===== src/rtl/pkt_decoder.sv =====
// UART frame decoder: SYNC_BYTE header, PACK_NUM payload bytes, optional checksum
// byte (define PKT_CHECKSUM_EN), unpacked into registered output fields.
module pkt_decoder #(
  parameter int         DATA_BIT    = 32,
  parameter int         PACK_NUM    = 9,
  parameter logic [7:0] SYNC_BYTE   = 8'hA5,
  parameter int         TIMEOUT_CYC = 50000
) (
  input  logic                clk,
  input  logic                rst_n,
  input  logic [7:0]          i_data,
  input  logic                i_rx_done_tick,
  output logic [DATA_BIT-1:0] o_output_pattern,
  output logic [DATA_BIT-1:0] o_freq_pattern,
  output logic                o_start,
  output logic                o_stop,
  output logic                o_mode,
  output logic [3:0]          o_sel_out,
  output logic                o_done_tick,
  output logic                o_err_tick,
  output logic                o_busy,
  output logic [1:0]          o_dbg_state
);

  // Handshake: i_rx_done_tick qualifies i_data for exactly one cycle and there is
  // no backpressure, so every strobe is consumed in the cycle it arrives.

  localparam int FW  = 2*DATA_BIT + 7;
  localparam int BCW = $clog2(PACK_NUM + 1);
  localparam int TCW = $clog2(TIMEOUT_CYC + 1);
`ifdef PKT_CHECKSUM_EN
  localparam int SRW = 8*PACK_NUM;
`else
  // The last payload byte is taken straight from i_data, so one byte less is stored.
  localparam int SRW = 8*(PACK_NUM - 1);
`endif

  typedef enum logic [1:0] {
    S_IDLE = 2'd0,
    S_DATA = 2'd1,
    S_CSUM = 2'd2,
    S_DONE = 2'd3
  } state_t;

`ifdef PKT_CHECKSUM_EN
  localparam state_t AFTER_PAYLOAD = S_CSUM;
`else
  localparam state_t AFTER_PAYLOAD = S_DONE;
`endif

  state_t          state;
  logic [BCW-1:0]  byte_cnt;
  logic [TCW-1:0]  tmo_cnt;
  logic [SRW-1:0]  shreg;
  logic [SRW-1:0]  shreg_nxt;
  logic [FW-1:0]   frame;
  logic            sync_hit;
  logic            last_byte;
  logic            tmo_hit;
  logic            load;

  assign shreg_nxt = {i_data, shreg[SRW-1:8]};
  assign sync_hit  = i_rx_done_tick && (i_data == SYNC_BYTE);
  assign last_byte = (byte_cnt == BCW'(PACK_NUM - 1));
  assign tmo_hit   = (tmo_cnt == TCW'(TIMEOUT_CYC - 1));

`ifdef PKT_CHECKSUM_EN
  logic [7:0] csum_acc;
  assign load  = (state == S_CSUM) && i_rx_done_tick && (i_data == csum_acc);
  assign frame = shreg[FW-1:0];
`else
  assign load  = (state == S_DATA) && i_rx_done_tick && last_byte;
  assign frame = FW'({i_data, shreg});
`endif

  assign o_busy      = (state != S_IDLE);
  assign o_dbg_state = state;

  always_ff @(posedge clk or negedge rst_n) begin
    if (!rst_n) begin
      state      <= S_IDLE;
      byte_cnt   <= '0;
      tmo_cnt    <= '0;
      shreg      <= '0;
      o_err_tick <= 1'b0;
`ifdef PKT_CHECKSUM_EN
      csum_acc   <= '0;
`endif
    end else begin
      o_err_tick <= 1'b0;
      case (state)
        // S_DONE hunts for sync too so a back-to-back header is not dropped.
        S_IDLE, S_DONE: begin
          if (sync_hit) begin
            state    <= S_DATA;
            byte_cnt <= '0;
            tmo_cnt  <= '0;
`ifdef PKT_CHECKSUM_EN
            csum_acc <= '0;
`endif
          end else begin
            state <= S_IDLE;
          end
        end
        S_DATA: begin
          if (i_rx_done_tick) begin
            shreg    <= shreg_nxt;
            byte_cnt <= byte_cnt + BCW'(1);
            tmo_cnt  <= '0;
`ifdef PKT_CHECKSUM_EN
            csum_acc <= csum_acc + i_data;
`endif
            if (last_byte) state <= AFTER_PAYLOAD;
          end else if (tmo_hit) begin
            state      <= S_IDLE;
            o_err_tick <= 1'b1;
          end else begin
            tmo_cnt <= tmo_cnt + TCW'(1);
          end
        end
`ifdef PKT_CHECKSUM_EN
        S_CSUM: begin
          if (i_rx_done_tick) begin
            tmo_cnt <= '0;
            if (load) begin
              state <= S_DONE;
            end else begin
              state      <= S_IDLE;
              o_err_tick <= 1'b1;
            end
          end else if (tmo_hit) begin
            state      <= S_IDLE;
            o_err_tick <= 1'b1;
          end else begin
            tmo_cnt <= tmo_cnt + TCW'(1);
          end
        end
`endif
        default: state <= S_IDLE;
      endcase
    end
  end

  // Output fields change only when a complete, accepted frame is loaded.
  always_ff @(posedge clk or negedge rst_n) begin
    if (!rst_n) begin
      o_output_pattern <= '0;
      o_freq_pattern   <= '0;
      o_start          <= 1'b0;
      o_stop           <= 1'b0;
      o_mode           <= 1'b0;
      o_sel_out        <= '0;
      o_done_tick      <= 1'b0;
    end else begin
      o_done_tick <= load;
      if (load) begin
        o_output_pattern <= frame[DATA_BIT-1:0];
        o_freq_pattern   <= frame[2*DATA_BIT-1:DATA_BIT];
        o_start          <= frame[2*DATA_BIT];
        o_stop           <= frame[2*DATA_BIT+1];
        o_mode           <= frame[2*DATA_BIT+2];
        o_sel_out        <= frame[2*DATA_BIT+6:2*DATA_BIT+3];
      end
    end
  end

endmodule


===== config.mk =====
export PLATFORM = sky130hd
export DESIGN_NAME = pkt_decoder
export DESIGN_NICKNAME = d
export VERILOG_FILES = /design/src/rtl/pkt_decoder.sv
export SDC_FILE = /design/constraint.sdc
export NUM_CORES = 1
export LEC_CHECK = 0
export CAP_MARGIN = 5
export CORE_ASPECT_RATIO = 0.8
export CORE_MARGIN = 2
export CORE_UTILIZATION = 51
export DETAILED_ROUTE_END_ITERATION = 10
export GPL_TIMING_DRIVEN = 0
export PLACE_DENSITY = 0.75
export SLEW_MARGIN = 20
export SYNTH_ARGS = -nofsm -noshare
export SYNTH_HDL_FRONTEND = slang
export SYNTH_SLANG_ARGS = --single-unit

===== constraint.sdc =====
create_clock -name clk -period 3.2 [get_ports clk]
set_input_delay 0.48 -clock clk [delete_from_list [all_inputs] [get_ports clk]]
set_output_delay 0.48 -clock clk [all_outputs]
set_load 0.02 [all_outputs]

# After elaboration in Yosys (flattened, before gate mapping)
# Index checks and enable logic that the tools add are counted.
dict set report totals {
  register_bits 159
  inputBits 11
  output_inout_bits 76
  word_cells 50
}
dict set report classes {
  n_addsub 2
  n_eq_ne 10
  mux 15
  n_reduce_logical 11
}
# op n
set op_table {}
lappend op_table {{16-bit two-way mux} 3}
lappend op_table {{16-bit case mux with 2 select lines} 1}
lappend op_table {{16-bit by 1-bit adder with 16-bit output (second input constant)} 1}
lappend op_table {{16-bit equality test (second input constant)} 1}
lappend op_table {{3-bit inequality test (second input constant)} 3}
lappend op_table {{8-bit equality test (second input constant)} 1}
lappend op_table {{4-bit two-way mux} 2}
lappend op_table {{4-bit case mux with 2 select lines} 1}
lappend op_table {{2-bit two-way mux} 3}
lappend op_table {{3-bit AND reduction} 2}
lappend op_table {{4-bit by 1-bit adder with 4-bit output (second input constant)} 1}
lappend op_table {{4-bit equality test (second input constant)} 1}
lappend op_table {{1-bit two-way mux} 4}
lappend op_table {{2-bit inequality test (second input constant)} 2}
lappend op_table {{2-bit case mux with 2 select lines} 1}
lappend op_table {{2-bit AND reduction} 2}
lappend op_table {{2-bit nonzero test} 2}
lappend op_table {{1-bit logical AND} 3}
lappend op_table {{2-bit by 1-bit equality test with 1-bit output (second input constant)} 1}
lappend op_table {{2-bit equality test (second input constant)} 1}
lappend op_table {{2-bit logical NOT} 1}
lappend op_table {{2-bit OR reduction} 1}

# Depth between registers and ports, before layout
dict set report logic_depth {
  ltp_word 4
  depth_mapped 8
  ltp_nobuf 6
}

# Worst setup path before layout
# OpenSTA, ideal clock, no wires.
dict set report synth_path {
  path_kind {register to register}
  startpoint {reg state[0] (netlist: o_dbg_state[0])}
  endpoint {reg tmo_cnt[14]}
  setup_time_ps 124
  t_arrival_ps 1867
  t_required_ps 3076
  slack_ps 1208
  path_stages_with_launch 9
  path_buffers 2
  period_less_slack_ps 1992
  path_cell_list {dfrtp_1 > inv_1 > ha_1 > and4bb_1 > a32oi_1 > buf_2 > buf_4 > a22oi_1 > nand2_1}
}
dict set report synth_via {
  elab_chain_len 4
  elab_cells_between_ends 9
  classes_between {eq/ne: 4; mux: 1; reduce/logical: 4}
}
# item line
set synth_lines {}
lappend synth_lines {{from (decl)} 51} ;# state_t state;
lappend synth_lines {{from (signal assigned)} 81} ;# state <= S_IDLE;
lappend synth_lines {{from (signal assigned)} 95} ;# state <= S_DATA;
lappend synth_lines {{from (signal assigned)} 102} ;# state <= S_IDLE;
lappend synth_lines {{2-bit equality test or 2-bit logical NOT (tied branches)} 91} ;# case (state)
lappend synth_lines {{2-bit OR reduction} 91}
lappend synth_lines {{2-bit inequality test (no line) or 2-bit nonzero test (tied branches)} -}
lappend synth_lines {{3-bit AND reduction (no line)} -}
lappend synth_lines {{to (signal assigned)} 118} ;# tmo_cnt <= tmo_cnt + TCW'(1);
lappend synth_lines {{to (decl)} 53} ;# logic [TCW-1:0] tmo_cnt;
# Several ways; a longest one is shown, not always the timed one.
# A chain may end at the register's enable or synchronous reset.

# Worst setup path after layout
dict set report layout_path {
  startpoint {reg state[1] (netlist: o_dbg_state[1])}
  endpoint {out o_busy}
}
dict set report layout_via {
  elab_chain_len 1
}
# item line
set layout_lines {}
lappend layout_lines {{2-bit nonzero test} 76} ;# assign o_busy = (state != S_IDLE);
lappend layout_lines {{to (decl)} 21} ;# output logic o_busy,
# Every way passes these cells.

==> metrics.yaml <==
drt:
  avgViaCountPerCell: 5.50
  drtIter0Drc: 244
  drc_errors: 0
  routed_wl_mm: 13.7
  wl_per_cell_um: 18.4
  vias: 4090
  ant_nets: 0
  drtPass1Iterations: 4
final_layout:
  seq_area_um2: 3980
  layout.nets: 576
  fillers: 919
  antenna_cells: 0
  drive_gt1_share_pct: 35.0
  syn_to_final_growth_pct: 26.7
  final_core_util_pct: 67.1
  multi_input_area_um2: 2370
  fin_cells: 743
sta:
  period_needed_ps: 2270
  whs_ps: 501
  fmax_mhz: 441
  rsz0062_at_grt: "no"
  tightest_slew_ps: 523
  hold_viol_final: 0
  fin_crit_sh_pct: 70.9
  setup_violations: 0
  relSlewSlack_pct: 65.2
  maxSlewViolCount: 0
  clock_skew_ps: 7.68
  fin_setup_tns_ps: 0
logic_synthesis:
  synthArstFlopShare_pct: 100
  synth_compound_area_share_pct: 4.73
  syn_area_um2: 6540
  seq_area_frac_synth_pct: 60.9
  yosysWarnings: 0
  synth_top_area_share_pct: 60.9
  syn_avg_cell_area_um2: 14.5
  synthesis.instances: 452
  synthDistinctLibCells: 52
  synth_fa_ha_area_share_pct: 1.15
  synth_top_family_by_area: "multiplexers"
  yosys.area_share.simple_pct: 6.85
  yosysMostFrequentCell: "dfrtp_1"
  synth_commonest_cells: "159 x dfrtp_1, 135 x mux2_2, 15 x nand2_1, 15 x o21ai_0, 12 x buf_2"
  syn_nets: 469
  ys_top_cells_by_area: "dfrtp_1 61%, mux2_2 23%, buf_4 1.1%"
  synth-edff-count: 0
  yosysTopAreaCell: "dfrtp_1"
  ys_ff_latch: 159
  yosys.area_share.xor_xnor_pct: 0.268
  muxShareOfSynthArea_pct: 23.3
  synthFlopType: "dfrtp_1"
cts:
  postCtsResizedCells: 0
  post_cts_buffers: 0
  clockBufferDepth: 2
  numCtsBuffers: 17
  clock_latency_ps: 420
  path_clk_slew_ps: 60
  cts_tree: "yes"
  clock_sinks: 159
  root_buffer: "clkbuf_16"
  hold_buffers: 1
  cts-htree-levels: 4
global_routing:
  grt.overflow.total: 0
  antenna_found_initial: 0
  track_usage_pct: 21.6
  grt_max_degree: 101
  first_global_vias: 4173
  grt_pass1_wl_mm: 22.5
pwr:
  ir_drop_uv: 409
  power_density_nw_per_um2: 512
  p_leak_uw: 0.00400
  totalPowerFinal_uw: 4240
placement:
  io_buffers: 86
  place_inst: 710
  dp_hpwl_mm: 9.48
  gp_congestion: 0.820
critical_path:
  critPathTopFamily: "buffers and inverters"
  crit_fanout: 4
  worst_ep_required_time_ps: 2720
  worstSetupEndpointType: "primary output"
  critPathLaunchType: "flip-flop"
  path_common_cell: "inv_1"
  crit_slowest_cell: "clkdlybuf4s50_1"
  path_class: "flip-flop to primary output"
  worstPathArrival_ps: 1790
  cpPeakStageDelay_ps: 600
  cp_num_buf_inv: 3
  path_cells: "inv_1, ha_1, inv_1, clkdlybuf4s50_1"
die:
  fp.dieArea_um2: 13700
  core_area_um2: 12300
  die_h_um: 105
  num_rows: 36
  ioPinCount: 87
  die_x_um: 131
  floorplan.initialDensity_pct: 53.0
min_path:
  worstHoldPathType: "flip-flop to flip-flop"
outcome:
  status: "finished clean"
flow_run:
  cap_viol_max_count: 0
-- metal layers --
metal / up-vias / GRT usage [%] / routed length, µm
met5: - / 0 / 0
met4: 0 / 7.22 / 167
met3: 15 / 6.50 / 875
met2: 116 / 31.4 / 6190
met1: 2087 / 31.3 / 6470
li1: 1872 / - / -
-- path summary, 6_finish.rpt --
path / startpoint / endpoint / slack (ps) / cells past startpoint
hold / removal: shreg[3] / o_output_pattern[3] / 500 / 1
setup reg to reg: o_dbg_state[1] / byte_cnt[0] / 950 / 8
setup / recovery: o_dbg_state[1] / o_busy / 930 / 4
min in group asynchronous: rst_n / o_output_pattern[3] / 570 / 2
max in group asynchronous: rst_n / o_freq_pattern[21] / 1800 / 3
hold reg to reg: shreg[3] / o_output_pattern[3] / 500 / 1
-- report_power, final --
part	switching [µW]	internal, µW	total, µW
clock network	807	1330	2130
logic	53.8	24.5	78.3
registers	8.66	2020	2030
-- final cells by class --
type | instances | share of cell area, %
buffer | 25 | 1.77
inverter | 11 | 0.499
tap | 171 | 2.58
clock buffer | 18 | 5.30
multi-input combinational | 257 | 28.6
timing repair buffer | 88 | 10.9
clock inverter | 14 | 2.27
sequential | 159 | 48.1
-- registers in the layout, summed over array words and instances (netlist names) --
register          cells
shreg                64
o_freq_pattern       32
o_output_pattern     32
tmo_cnt              16
byte_cnt              4
o_sel_out             4
o_dbg_state           2
o_done_tick           1
o_err_tick            1
o_mode                1
o_start               1
o_stop                1
-- placed cells by master (no fill, tap or decap), types with 5 or more instances in the layout --
cell type / n
dfrtp_1: 159
mux2_2: 135
clkdlybuf4s50_1: 85
clkbuf_16: 17
nand2_1: 15
o21ai_0: 15
buf_2: 12
inv_1: 11
buf_4: 10
nand3_1: 9
nand4_1: 7
a21oi_1: 7
nor2_1: 6
ha_1: 6
or3_1: 5
clkinv_2: 5
-- cells by family after synthesis --
family                   count (synthesis)
XOR/XNOR                                 2
AO/OA/AOI/OAI                           44
adder cells (fa/ha/maj)                  6
flip-flops                             159
buffers and inverters                   36
multiplexers                           135
AND/OR/NAND/NOR                         70
-- through the flow --
stage | area, µm² | setup slack (ps)
2_1_floorplan | 6540 | 1210
3_3_place_gp | 7610 | -4600
3_5_place_dp | 7640 | 669
4_1_cts | 8280 | 919
5_1_grt | 8280 | 840
6_report | 8280 | 930
Note: power is estimated with default switching activity, not from simulation.
